`config.mk`:
```
export PLATFORM = sky130hd
export DESIGN_NAME = marker_centroid_tracker
export DESIGN_NICKNAME = d
export VERILOG_FILES = /design/src/rtl/tracker_pkg.sv /design/src/rtl/marker_centroid_tracker_seq_divider.sv /design/src/rtl/marker_centroid_tracker.sv
export SDC_FILE = /design/constraint.sdc
export NUM_CORES = 1
export LEC_CHECK = 0
export BUFFER_PORTS_ARGS = -buffer_cell sky130_fd_sc_hd__buf_4
export CORE_MARGIN = 1
export CORE_UTILIZATION = 52
export CTS_BUF_LIST = sky130_fd_sc_hd__clkbuf_4 sky130_fd_sc_hd__clkbuf_8
export CTS_CLUSTER_DIAMETER = 60
export DETAILED_ROUTE_END_ITERATION = 8
export HOLD_SLACK_MARGIN = 0.06
export PLACE_DENSITY = 0.78
export SLEW_MARGIN = 20
export SYNTH_ARGS = -nofsm -noshare
export SYNTH_HDL_FRONTEND = slang
export SYNTH_HIERARCHICAL = 1
export SYNTH_SLANG_ARGS = --single-unit
```
`constraint.sdc`:
```
create_clock -name clk_in -period 6.67 [get_ports clk_in]
set_input_delay 0.667 -clock clk_in [delete_from_list [all_inputs] [get_ports clk_in]]
set_output_delay 0.667 -clock clk_in [all_outputs]
set_load 0.05 [all_outputs]
```
`src/rtl/tracker_pkg.sv`:
```
// Shared FSM state type and output widths for the marker centroid tracker.
package tracker_pkg;
   typedef enum logic [2:0] {IDLE, DIV_X, DIV_Y, DIV_Z, DONE} tracker_state_t;
   localparam int H_W   = 11;
   localparam int V_W   = 10;
   localparam int X_W   = 12;
   localparam int Y_W   = 12;
   localparam int Z_W   = 14;
   localparam int Z_MAX = 16383;
endpackage

```
`src/rtl/marker_centroid_tracker_seq_divider.sv`:
```
// Restoring divider, one quotient bit per cycle; done_out pulses SUM_W+1 cycles after start_in.
module seq_divider #(
   parameter int SUM_W = 32,
   parameter int CNT_W = 20
) (
   input  logic             clk_in,
   input  logic             rst_in,
   input  logic             start_in,
   input  logic [SUM_W-1:0] dividend_in,
   input  logic [CNT_W-1:0] divisor_in,
   output logic [SUM_W-1:0] quotient_out,
   output logic             done_out
);
   localparam int STEP_W = $clog2(SUM_W + 1);

   logic              run;
   logic [STEP_W-1:0] steps;
   logic [CNT_W-1:0]  divisor;
   logic [CNT_W-1:0]  rem;
   logic [SUM_W-1:0]  quo;
   logic [CNT_W:0]    trial;

   // quo doubles as the dividend shift register: its MSB feeds the partial remainder
   always_comb trial = {rem, quo[SUM_W-1]};

   always_ff @(posedge clk_in) begin
      if (!rst_in) begin
         run   <= 1'b0;
         steps <= '0;
      end else if (start_in) begin
         run   <= 1'b1;
         steps <= STEP_W'(SUM_W);
      end else if (run) begin
         if (steps == '0) run   <= 1'b0;
         else             steps <= steps - 1'b1;
      end
   end

   always_ff @(posedge clk_in) begin
      if (start_in) begin
         quo     <= dividend_in;
         rem     <= '0;
         divisor <= divisor_in;
      end else if (run && steps != '0) begin
         if (trial >= {1'b0, divisor}) begin
            rem <= CNT_W'(trial - {1'b0, divisor});
            quo <= {quo[SUM_W-2:0], 1'b1};
         end else begin
            rem <= trial[CNT_W-1:0];
            quo <= {quo[SUM_W-2:0], 1'b0};
         end
      end
   end

   assign done_out     = run && (steps == '0);
   assign quotient_out = quo;
endmodule

```
`src/rtl/marker_centroid_tracker.sv`:
```
// Accumulates masked pixel positions per frame and reports centroid (x, y) and depth z = Z_K / area.
module marker_centroid_tracker
   import tracker_pkg::*;
#(
   parameter int MIN_PIXELS = 16,
   parameter int Z_K        = 2_000_000,
   parameter int SUM_W      = 32,
   parameter int CNT_W      = 20
) (
   input  logic           clk_in,
   input  logic           rst_in,
   input  logic [H_W-1:0] hcount_in,
   input  logic [V_W-1:0] vcount_in,
   input  logic           pixel_valid_in,
   input  logic           mask_in,
   input  logic           frame_done_in,
   output logic [X_W-1:0] x_out,
   output logic [Y_W-1:0] y_out,
   output logic [Z_W-1:0] z_out,
   output logic           found_out,
   output logic           valid_out,
   output logic           busy_out,
   output logic           overrun_out
);
   tracker_state_t   state, next_state;
   logic             hit, accept, enough, busy, start, restart, div_done;
   logic [SUM_W-1:0] sum_x, sum_y, tot_x, tot_y, snap_x, snap_y, dividend, quotient;
   logic [CNT_W-1:0] count, tot_cnt, snap_cnt, divisor;
   logic [H_W-1:0]   x_q;
   logic [V_W-1:0]   y_q;
   logic [Z_W-1:0]   z_q;
   logic             found_q;

   function automatic logic [SUM_W-1:0] sat_add(input logic [SUM_W-1:0] a, input logic [SUM_W-1:0] b);
      logic [SUM_W:0] s;
      s = {1'b0, a} + {1'b0, b};
      return s[SUM_W] ? '1 : s[SUM_W-1:0];
   endfunction

   function automatic logic [Z_W-1:0] sat_z(input logic [SUM_W-1:0] q);
      return (q > SUM_W'(Z_MAX)) ? Z_W'(Z_MAX) : q[Z_W-1:0];
   endfunction

   // Frame totals including the current pixel, so the frame_done cycle's pixel is counted
   always_comb begin
      hit     = pixel_valid_in && mask_in;
      tot_x   = hit ? sat_add(sum_x, SUM_W'(hcount_in)) : sum_x;
      tot_y   = hit ? sat_add(sum_y, SUM_W'(vcount_in)) : sum_y;
      tot_cnt = (hit && count != '1) ? count + 1'b1 : count;
      accept  = frame_done_in && (state == IDLE);
      enough  = (tot_cnt != '0) && (tot_cnt >= CNT_W'(MIN_PIXELS));
   end

   always_ff @(posedge clk_in) begin
      if (!rst_in) begin
         sum_x <= '0;
         sum_y <= '0;
         count <= '0;
      end else if (frame_done_in) begin
         sum_x <= '0;
         sum_y <= '0;
         count <= '0;
      end else begin
         sum_x <= tot_x;
         sum_y <= tot_y;
         count <= tot_cnt;
      end
   end

   // The X divide launches in the frame_done cycle straight from the live totals
   always_comb begin
      dividend = snap_x;
      divisor  = snap_cnt;
      if (state == IDLE) begin
         dividend = tot_x;
         divisor  = tot_cnt;
      end else if (state == DIV_Y) begin
         dividend = snap_y;
      end else if (state == DIV_Z) begin
         dividend = SUM_W'(Z_K);
      end
   end

   seq_divider #(.SUM_W(SUM_W), .CNT_W(CNT_W)) u_div (
      .clk_in       (clk_in),
      .rst_in       (rst_in),
      .start_in     (start),
      .dividend_in  (dividend),
      .divisor_in   (divisor),
      .quotient_out (quotient),
      .done_out     (div_done)
   );

   always_ff @(posedge clk_in) begin
      if (!rst_in) state <= IDLE;
      else         state <= next_state;
   end

   always_comb begin
      next_state = state;
      unique case (state)
         IDLE:    if (accept) next_state = enough ? DIV_X : DONE;
         DIV_X:   if (div_done) next_state = DIV_Y;
         DIV_Y:   if (div_done) next_state = DIV_Z;
         DIV_Z:   if (div_done) next_state = DONE;
         DONE:    next_state = IDLE;
         default: next_state = IDLE;
      endcase
   end

   always_comb begin
      busy  = (state != IDLE);
      start = (accept && enough) || restart;
   end

   always_ff @(posedge clk_in) begin
      if (!rst_in) begin
         restart <= 1'b0;
         found_q <= 1'b0;
      end else begin
         restart <= ((state == DIV_X) || (state == DIV_Y)) && div_done;
         if (accept) found_q <= enough;
      end
   end

   // Snapshot only when idle: a frame_done during a divide is dropped
   always_ff @(posedge clk_in) begin
      if (accept) begin
         snap_x   <= tot_x;
         snap_y   <= tot_y;
         snap_cnt <= tot_cnt;
      end
      if (div_done && state == DIV_X) x_q <= quotient[H_W-1:0];
      if (div_done && state == DIV_Y) y_q <= quotient[V_W-1:0];
      if (div_done && state == DIV_Z) z_q <= sat_z(quotient);
   end

   always_ff @(posedge clk_in) begin
      if (!rst_in) begin
         x_out       <= '0;
         y_out       <= '0;
         z_out       <= '0;
         found_out   <= 1'b0;
         valid_out   <= 1'b0;
         overrun_out <= 1'b0;
      end else begin
         valid_out   <= (state == DONE);
         overrun_out <= frame_done_in && busy;
         if (state == DONE) begin
            found_out <= found_q;
            if (found_q) begin
               x_out <= X_W'(x_q);
               y_out <= Y_W'(y_q);
               z_out <= z_q;
            end
         end
      end
   end

   assign busy_out = busy;
endmodule
```
Word level (Yosys, flattened, before mapping):

Index checks and enable logic that the tools add are counted.

* register bits: 325
* bits in latches: 0
* bits in writable memories: 0
* ROM bits: 0
* input port bits: 26
* memories kept: 0

* add/subtract/negate cells: 5
* $mul: 0
* divide/modulo/power cells: 0
* magnitude comparators: 3
* equality and inequality tests: 10
* shifts and indexed selects: 0
* multiplexer cells: 25
* bitwise logic cells: 2
* reduce and logical (&&, ||, !) cells: 27

Operators with widths (number)
* two-way mux 32 bit: 9
* two-way mux 20 bit: 3
* adder 32 x 10 -> 33 bit: 1
* adder 32 x 11 -> 33 bit: 1
* greater-than comparator 32 x 14 -> 1 bit, second input constant: 1
* >= comparator 21 x 20 -> 1 bit: 1
* adder 20 x 1 -> 20 bit, second input constant: 1
* >= comparator 20 x 5 -> 1 bit, second input constant: 1
* != test 20 bit, second input constant: 1
* nonzero test 20 bit: 1
* subtractor 20 bit: 1
* two-way mux 6 bit: 3
* two-way mux 3 bit: 5
* logical AND 1 bit: 12
* one-hot mux 3 bit (4 select lines): 1
* != test 2 bit, second input constant: 5
* == test 3 x 2 -> 1 bit, second input constant: 2
* logical NOT 6 bit: 1
* AND reduction 2 bit: 3
* nonzero test 6 bit: 1
* subtractor 6 x 1 -> 6 bit, second input constant: 1
* two-way mux 1 bit: 4
* AND reduction 4 bit: 1
* nonzero test 2 bit: 2
* other kinds (7): 10

Logic depth before layout (Yosys ltp):

Gate-level depths: netlist of the first run.

* word-level depth: 9
* depth in mapped cells: 15
* depth with buffers taken out: 14

Hierarchy:

Netlist of the first run, hierarchy kept.

Modules (own cells, without submodules)
* marker_centroid_tracker: instances 1, cells each 1165, area an instance 11408.4 sq um, sequential area each 6115.9 sq um
* seq_divider: instances 1, cells each 377, area an instance 4212.8 sq um, sequential area each 2102.0 sq um

Least setup slack after synthesis of the first run:

OpenSTA, ideal clock, no wires.

* path kind: reg2reg
* start point: reg count[0]
* end point: reg u_div.quo[0] (netlist: u_div/quotient_out[0]), enable pin
* arrival: 4.409 ns
* slack: 1.874 ns
* cell stages (with the launch flop): 15
* path buffers: 3
* period minus slack after synthesis: 4.796 ns
* path through: dfxtp_1 -> ha_1 -> nand3_1 -> or2_4 -> o31ai_4 -> buf_4 -> nor2_1 -> nand4b_1 -> o311ai_1 -> and4_1 -> o21bai_1 -> clkbuf_1 -> nor2_1 -> clkbuf_1 -> inv_1

* longest elaborated chain between the ends: 8
* elaborated cells between the ends (all ways): 10
* classes of those cells: 1 x add/sub; 1 x order compare; 1 x eq/ne; 1 x mux; 6 x reduce/logical

RTL lines
* start, declared: line marker_centroid_tracker.sv:28 `logic [CNT_W-1:0] count, tot_cnt, snap_cnt, divisor;`
* start signal, assigned: line marker_centroid_tracker.sv:66 `count <= tot_cnt;`
* branches (longest 2 deep; another with adder 20 x 1 -> 20 bit)
* two-way mux 20 bit (*): line marker_centroid_tracker.sv:49 `tot_cnt = (hit && count != '1) ? count + 1'b1 : count;`
* >= comparator 20 x 5 -> 1 bit or nonzero test 20 bit (tied branches): line marker_centroid_tracker.sv:51 `enough = (tot_cnt != '0) && (tot_cnt >= CNT_W'(MIN_PIXELS));`
* logical AND 1 bit (*): line marker_centroid_tracker.sv:51
* logical AND 1 bit (*): line marker_centroid_tracker.sv:113 `start = (accept && enough) || restart;`
* logical OR 1 bit (*): line marker_centroid_tracker.sv:113
* via start: line marker_centroid_tracker.sv:26 `logic hit, accept, enough, busy, start, restart, div_done;`
* nonzero test 2 bit (no source line) (*)
* end signal, assigned: line marker_centroid_tracker_seq_divider.sv:41 `quo <= dividend_in;`
* end signal, assigned: line marker_centroid_tracker_seq_divider.sv:47 `quo <= {quo[SUM_W-2:0], 1'b1};`
* end signal, assigned: line marker_centroid_tracker_seq_divider.sv:50 `quo <= {quo[SUM_W-2:0], 1'b0};`
* end, declared: line marker_centroid_tracker_seq_divider.sv:20 `logic [SUM_W-1:0] quo;`

Mark *: on every way through the listed nets, which the timed path passes.
A chain may end at the register's enable or synchronous reset.

Final worst setup path of the first run:

* start point: reg count[0]
* end point: reg u_div.quo[24] (netlist: u_div/quotient_out[24]), enable pin

* longest elaborated chain between the ends: 8
* elaborated cells between the ends (all ways): 10
* classes of those cells: 1 x add/sub; 1 x order compare; 1 x eq/ne; 1 x mux; 6 x reduce/logical

RTL lines (line)
* branches (longest 2 deep; another with adder 20 x 1 -> 20 bit)
* two-way mux 20 bit (*): marker_centroid_tracker.sv:49
* via tot_cnt[15]: marker_centroid_tracker.sv:28
* >= comparator 20 x 5 -> 1 bit or nonzero test 20 bit (tied branches): marker_centroid_tracker.sv:51
* logical AND 1 bit (*): marker_centroid_tracker.sv:51
* logical AND 1 bit (*): marker_centroid_tracker.sv:113
* logical OR 1 bit (*): marker_centroid_tracker.sv:113
* via start: marker_centroid_tracker.sv:26
* nonzero test 2 bit (no source line) (*)

Marks and branches as above.

==> results of run 1 <==
per-layer routing:
metal | global-route usage (%) | part of all wire [%] | up-vias
met3 | 3.23 | 6.7 | 72
li1 | - | - | 5656
met1 | 31.8 | 45 | 5461
met2 | 36.2 | 45 | 403
met5 | 0 | 0 | -
met4 | 6.99 | 2.3 | 0
final timing paths:
| check | from | end | slack [ns] | depth (start not counted) |
|---|---|---|---|---|
| setup / recovery | count[0] | u_div/quotient_out[24] | 2.09 | 12 |
| hold / removal | frame_done_in | overrun_out | 0.44 | 2 |
| setup reg to reg | count[0] | u_div/quotient_out[24] | 2.09 | 12 |
| hold reg to reg | y_out[1] | y_out[1] | 0.46 | 2 |
worst max-delay path, stage by stage (launching register included):
cell      delay, ns
dfxtp_1        0.39
ha_1           0.19
nand3_1        0.23
or2_4          0.36
o31ai_4        0.59
nor4bb_1       0.16
xnor2_1        0.25
inv_1          0.10
a211oi_2       0.22
and4_1         0.35
o21bai_4       0.07
nor2_1         0.75
inv_2          0.54
power groups by stage:
stage / logic [mW] / clock network [mW] / registers [mW]
6_report: 0.266 / 1.76 / 2.16
5_1_grt: 0.292 / 1.87 / 2.16
4_1_cts: 0.261 / 1.79 / 2.16
3_5_place_dp: 0.259 / 0 / 2.20
3_3_place_gp: 0.254 / 0 / 2.20
2_1_floorplan: 0.182 / 0 / 2.20
final cells by class:
type	instances	share of cell area, %
clock inverter	17	0.835
sequential	325	46.8
clock buffer	79	5.34
multi-input combinational	1065	38.9
inverter	85	1.83
timing repair buffer	78	3.45
tap	390	2.78
kinds of logic (layout without fill, tap and decap cells):
logic type | after synthesis | count (layout) | synth area share [%]
muxes | 55 | 55 | 3.83
DFF | 325 | 325 | 52.6
AOI/OAI and AO/OA | 351 | 351 | 14.9
and+or+nand+nor | 546 | 546 | 17.1
xor gates and xnor gates | 63 | 63 | 3.58
other | 1 | 3 | 0.0240
adders and majority gates | 47 | 47 | 3.91
buffers and inverters | 154 | 259 | 4.02
sequential cells by signal, indices dropped and copies added (netlist names), 11 cells and up:
signal / count
z_out: 14
u_div/rem: 20
sum_x: 32
snap_x: 32
snap_y: 32
x_out: 11
x_q: 11
count: 20
z_q: 14
u_div/quotient_out: 32
u_div/divisor: 20
snap_cnt: 20
sum_y: 32
cells in the final DEF, fill, tap and decap left out, types with 20 or more instances in the layout:
cell type	count
and3_1	22
nor2_1	127
o22ai_1	20
clkbuf_4	24
ha_1	44
xnor2_1	40
a31oi_1	21
o21ai_0	72
dfxtp_1	154
buf_4	77
xor2_1	22
inv_1	83
and2_1	39
mux2_2	38
a21oi_1	71
a22oi_1	23
nor3_1	33
clkbuf_8	55
nand2b_1	30
edfxtp_1	171
nand3_1	33
a21boi_0	39
nand2_1	177
through the flow:
step                hold WS [ns]  util [%]  setup slack [ns]
global route               0.437      59.3              1.81
detailed placement         0.458      55.6              1.59
floorplan                  0.426         -              1.87
CTS                        0.434      59.2              1.73
finish                     0.445      59.3              2.09
global placement           0.452      55.6              1.75
==> metrics.txt, run 1 <==
outcome finished, final reports clean; crit path time final 4.58 ns; maximum vdd drop between 100 and 150 uV; Syn. warnings 6; DR vias/cell approximately 5.7; Post-Syn Area between 0.015 and 0.02 mm2; Setup Fix Bufs, Post-CTS 0; Area Growth Syn to Fin 12.3%; Fin Clk Skew approximately 0.033 ns; Post-layout nets 1679; startpoint types register; DRT Pass-1 Iters 7; Post-CTS Hold Buffers 0; global-route wire length before repair 55.9 mm; Reg clk slew, reported paths around 0.06 ns; most frequent cell after synthesis nand2_1; Root Buffer clkbuf_8; Post-route DRC 0; Crit. End Element register; setup violators final 0; Psw around 970 uW; synth cell count leaders nand2_1 (177), edfxtp_1 (171), dfxtp_1 (154); kind of critical path reg2reg; grt ovf 0; Synth top area share 32.9%; layout cells sized above 1 about 15%; largest net degree at the start of global routing 86; Inst Count DP 1942; routed wire length per instance 17.0 um; DRT Wirelength approximately 35 mm; Final Instance Count excl. Fillers approximately 2000; Die ar. 0.0307 mm2; io pins between 60 and 70; multi-input logic area a little under 0.007 mm2; post_cts resized 0; CP arrival around 4.8 ns; Post-DP HPWL 24.1 mm; WP data required 6.87 ns; Static Leak 6.90 nW; Final Power ~4.2 mW; initial antenna violation count 0; Initial Utilization between 50% and 60%; cts bufs inserted between 50 and 60; achievable frequency about 0.22 GHz; vias in the first global route ~11000; vias ~12000; Sw Ratio a little under a quarter; Seq pwr share about 52%; cell-internal power roughly 3.2 mW; final slew viol count 0; H-tree Lvls 2; Core ar. 0.0296 mm2; RSZ-0062 raised after global routing no; slew margin rel. 19.9%; clock power share 42.1%; area post-placement about 0.016 mm2; Routed Antenna Nets 0; final hold violation count 0; GRT Overall Usage 22.6%; P per Cell Area between 200 and 250 mW/mm2; Synth area leaders edfxtp_1 (33%), dfxtp_1 (20%), nand2_1 (4.3%); clock sinks around 330; Yosys cell types 86; GPL Wtd Cong a little under 0.9; Max clock buf depth 3; final instance area about 0.018 mm2; ys flop type edfxtp_1; worst hold path type in2reg; # fillers 2464; site row count between 60 and 70; Tcrit/Tclk final 68.7%; flop and latch count out of synthesis between 300 and 400; post-synthesis async set-or-reset flop share 0%; antenna fix cells 0; Chip Width 175 um; Die Ht ~180 um; Logic pwr share roughly 6.3%; Synth area leader edfxtp_1; register area 0.00822 mm2; CTS tree done; max-cap violations 0; cell count after synthesis between 1500 and 2000; worst slew pin tran between 1 and 1.5 ns; setup tns final 0 ns; syn_area_per_cell between 10 and 15 um2; Post-synth EDFFs approximately 170; IO Port Bufs 64; Worst-Skew Late Latency about 0.6 ns; worst-path maximum fanout 32; register area share after synthesis between 50% and 60%; DR iter-0 viols between 900 and 1000
Note: power is estimated with default switching activity, not from simulation.
==> inputs of run 2 (changes only) <==
ABC_AREA = 1   (was default)
PLACE_DENSITY = 0.81   (was 0.78)
clock period = 4.1 ns   (was 6.67 ns; I/O delays follow)
==> run 2 against run 1 <==
Against the previous run: first-iteration DRC count up 59%; final cell count up 32%; via count up 23%; critical path type unchanged.
==> metrics.txt, run 2 <==
Yosys cell types 51 (was 86); GRT Overall Usage 25.4% (was 22.6%); DR iter-0 viols 1468 (was 924); setup slack after layout 0.518 ns (was 2.09 ns); Post-CTS Hold Buffers 0 (unchanged); clock sinks 325 (unchanged); global-route wire length before repair 68.3 mm (was 55.9 mm); final slew viol count 0 (unchanged); Routed Antenna Nets 0 (unchanged); Syn. warnings 6 (unchanged); Synth Area in Adders 3.59% (was 3.91%); vias 14300 (was 11600); synth cell count leaders nand2_1 (567), inv_1 (303), edfxtp_1 (171) (was nand2_1 (177), edfxtp_1 (171), dfxtp_1 (154)); Chip Width 183 um (was 175 um); largest net degree at the start of global routing 85 (was 86); Synth Area in XOR/XNOR 2.37% (was 3.58%); DRT Pass-1 Iters 6 (was 7); Setup Fix Bufs, Post-CTS 0 (unchanged); Synth top area share 30.2% (was 32.9%); worst r2r src count[0] (unchanged); # fillers 2808 (was 2464); grt ovf 0 (unchanged); compound-cell area share of the yosys netlist 8.08% (was 14.9%); Die Ht 183 um (was 175 um); R2R Setup Slk 0.52 ns (was 2.09 ns); worst hold path type in2reg (unchanged); Max clock buf depth 3 (unchanged); io pins 68 (unchanged); Root Buffer clkbuf_8 (unchanged); CP arrival 3.80 ns (was 4.78 ns); post-synthesis async set-or-reset flop share 0% (unchanged); Fin Clk Skew 0.0340 ns (was 0.0329 ns); cell count after synthesis 2127 (was 1542); Final Power 6.83 mW (was 4.19 mW); most frequent cells in the layout nand2_1 (566), inv_1 (303), edfxtp_1 (171), nor2_1 (163), dfxtp_1 (154) (was nand2_1 (177), edfxtp_1 (171), dfxtp_1 (154), nor2_1 (127), inv_1 (83)); largest family of logic cells by synthesized area simple AND/OR/NAND/NOR gates (unchanged); Post-Syn Area 0.0170 mm2 (was 0.0156 mm2); CP dominant cell by count nand2_1; setup violators final 0 (unchanged); Tcrit/Tclk final 87.4% (was 68.7%); IO Port Bufs 64 (unchanged); crit path time final 3.58 ns (was 4.58 ns); worst-path maximum fanout 32 (unchanged); final hold violation count 0 (unchanged); register area share after synthesis 48.3% (was 52.6%); Static Leak 8.67 nW (was 6.90 nW); flop and latch count out of synthesis 325 (unchanged); slew margin rel. 49.6% (was 19.9%); initial antenna violation count 0 (unchanged); kind of critical path reg2reg (unchanged); DR vias/cell 5.32 (was 5.69); P per Cell Area 358 mW/mm2 (was 239 mW/mm2); site row count 65 (was 63); Synth area leader edfxtp_1 (unchanged); Post-route DRC 0 (unchanged); ys flop type edfxtp_1 (unchanged); min-delay src rst_in (was frame_done_in); Inst Count DP 2585 (was 1942); pre-CTS setup slack 0.594 ns (was 1.59 ns); max-cap violations 0 (unchanged); setup tns final 0 ns (unchanged); achievable frequency 0.279 GHz (was 0.218 GHz); Post-layout nets 2279 (was 1679); Area Growth Syn to Fin 11.9% (was 12.3%); cts bufs inserted 53 (was 51); H-tree Lvls 2 (unchanged); CTS tree done (unchanged); syn_area_per_cell 8.00 um2 (was 10.1 um2); proportion of synthesized area in mux cells 0.118% (was 3.83%); Core ar. 0.0319 mm2 (was 0.0296 mm2); layout cells sized above 1 13.5% (was 15.2%); area post-placement 0.0179 mm2 (was 0.0164 mm2); antenna fix cells 0 (unchanged); Post-DP HPWL 30.2 mm (was 24.1 mm); routed wire length per instance 15.7 um (was 17.0 um); Crit path largest cell delay 0.53 ns (was 0.75 ns); CP cell instances ha_1, inv_2, nor2_2, nand2_4, nor2_8, a21oi_2, nand2_1, nand2_1, nor2_1, nand2_2, nor2_4, nand2_1, nand2_1, nand2_2, buf_4, nor2_2, clkinv_2, buf_4 (was ha_1, nand3_1, or2_4, o31ai_4, nor4bb_1, xnor2_1, inv_1, a211oi_2, and4_1, o21bai_4, nor2_1, inv_2); final instance area 0.0191 mm2 (was 0.0175 mm2); slowest cell on the critical path a21oi_2 (was nor2_1); crit path launch count[0] (unchanged); vias in the first global route 13700 (was 11100); Post-synth EDFFs 171 (unchanged); DRT Wirelength 42.2 mm (was 34.8 mm); Reg clk slew, reported paths 0.06 ns (about the same); most frequent cell after synthesis nand2_1 (unchanged); outcome finished, final reports clean (unchanged); hold depth 3 (was 2); Synth area leaders edfxtp_1 (30%), dfxtp_1 (18%), nand2_1 (13%) (was edfxtp_1 (33%), dfxtp_1 (20%), nand2_1 (4.3%)); RSZ-0062 raised after global routing no (unchanged); worst slew pin tran 0.749 ns (was 1.20 ns); WP data required 4.32 ns (was 6.87 ns); Final Instance Count excl. Fillers 2686 (was 2039); post_cts resized 0 (unchanged); FF-to-FF path depth 18 (was 12); Worst-Skew Late Latency 0.59 ns (was 0.60 ns); Hold EP u_div/steps[5] (was overrun_out); GPL Wtd Cong 0.936 (was 0.888); most common cell after layout, fill and taps aside nand2_1 (unchanged); startpoint types register (unchanged); post-synthesis simple-gate area fraction 28.4% (was 17.1%); RR Endpoint u_div/quotient_out[28] (was u_div/quotient_out[24]); Initial Utilization 53.4% (was 52.8%); Die ar. 0.0335 mm2 (was 0.0307 mm2); maximum vdd drop 203 uV (was 126 uV); Crit. End Element register (unchanged)
## run 2: stage by stage
| stage | hold WS [ns] | util, % |
|---|---|---|
| floorplan | 0.422 | - |
| global placement | 0.433 | 56.1 |
| detailed placement | 0.437 | 56.1 |
| CTS | 0.202 | 59.7 |
| global route | 0.237 | 59.8 |
| finish | 0.235 | 59.8 |
## run 2: logic make-up (layout without fill, tap and decap cells)
| kind of cell | Yosys count | after routing |
|---|---|---|
| AO/OA/AOI/OAI | 258 | 258 |
| multiplexers | 2 | 2 |
| XOR/XNOR | 46 | 46 |
| buffers and inverters | 385 | 507 |
| AND/OR/NAND/NOR | 1063 | 1063 |
| flip-flops | 325 | 325 |
| adder cells (fa/ha/maj) | 47 | 47 |
| other | 1 | 3 |
## run 2: final cells by class
cell class / count / area [um2] / share of cell area, %
sequential: 325 / 8220 / 43.1
multi-input combinational: 1419 / 7280 / 38.2
inverter: 319 / 1200 / 6.29
clock buffer: 73 / 917 / 4.81
timing repair buffer: 88 / 681 / 3.57
tap: 435 / 544 / 2.86
clock inverter: 27 / 215 / 1.13
## run 2: how the worst max path moves through the flow
stage,endpoint,slack [ns],cells after the start
2_1_floorplan,u_div/quotient_out[0],0.09,10
3_3_place_gp,u_div/quotient_out[27],0.75,18
3_5_place_dp,u_div/quotient_out[29],0.59,18
4_1_cts,u_div/quotient_out[13],0.55,18
5_1_grt,u_div/quotient_out[29],0.28,18
6_report,u_div/quotient_out[28],0.52,18
## run 2: critical path: cells and delay by family, from the launching register on
kind / cells / cell delay, ns
and+or+nand+nor: 12 / 1.09
AOI/OAI and AO/OA: 1 / 0.53
buffers and inverters: 4 / 0.91
adders and majority gates: 1 / 0.29
DFF: 1 / 0.37
## run 2: metal layers
layer / wire [um] / part of all wire, % / track usage [%] / vias to the layer above
li1: - / - / - / 7024
met1: 18600 / 44 / 34.5 / 6584
met2: 19300 / 46 / 42.0 / 615
met3: 3540 / 8.4 / 4.07 / 77
met4: 804 / 1.9 / 7.13 / 0
met5: 0 / 0 / 0 / -
## run 2: power by group
group          total [mW]  internal (mW)  switching [mW]
registers            3.50           3.48          0.0225
logic               0.375          0.120           0.255
clock network        2.95           1.65            1.30
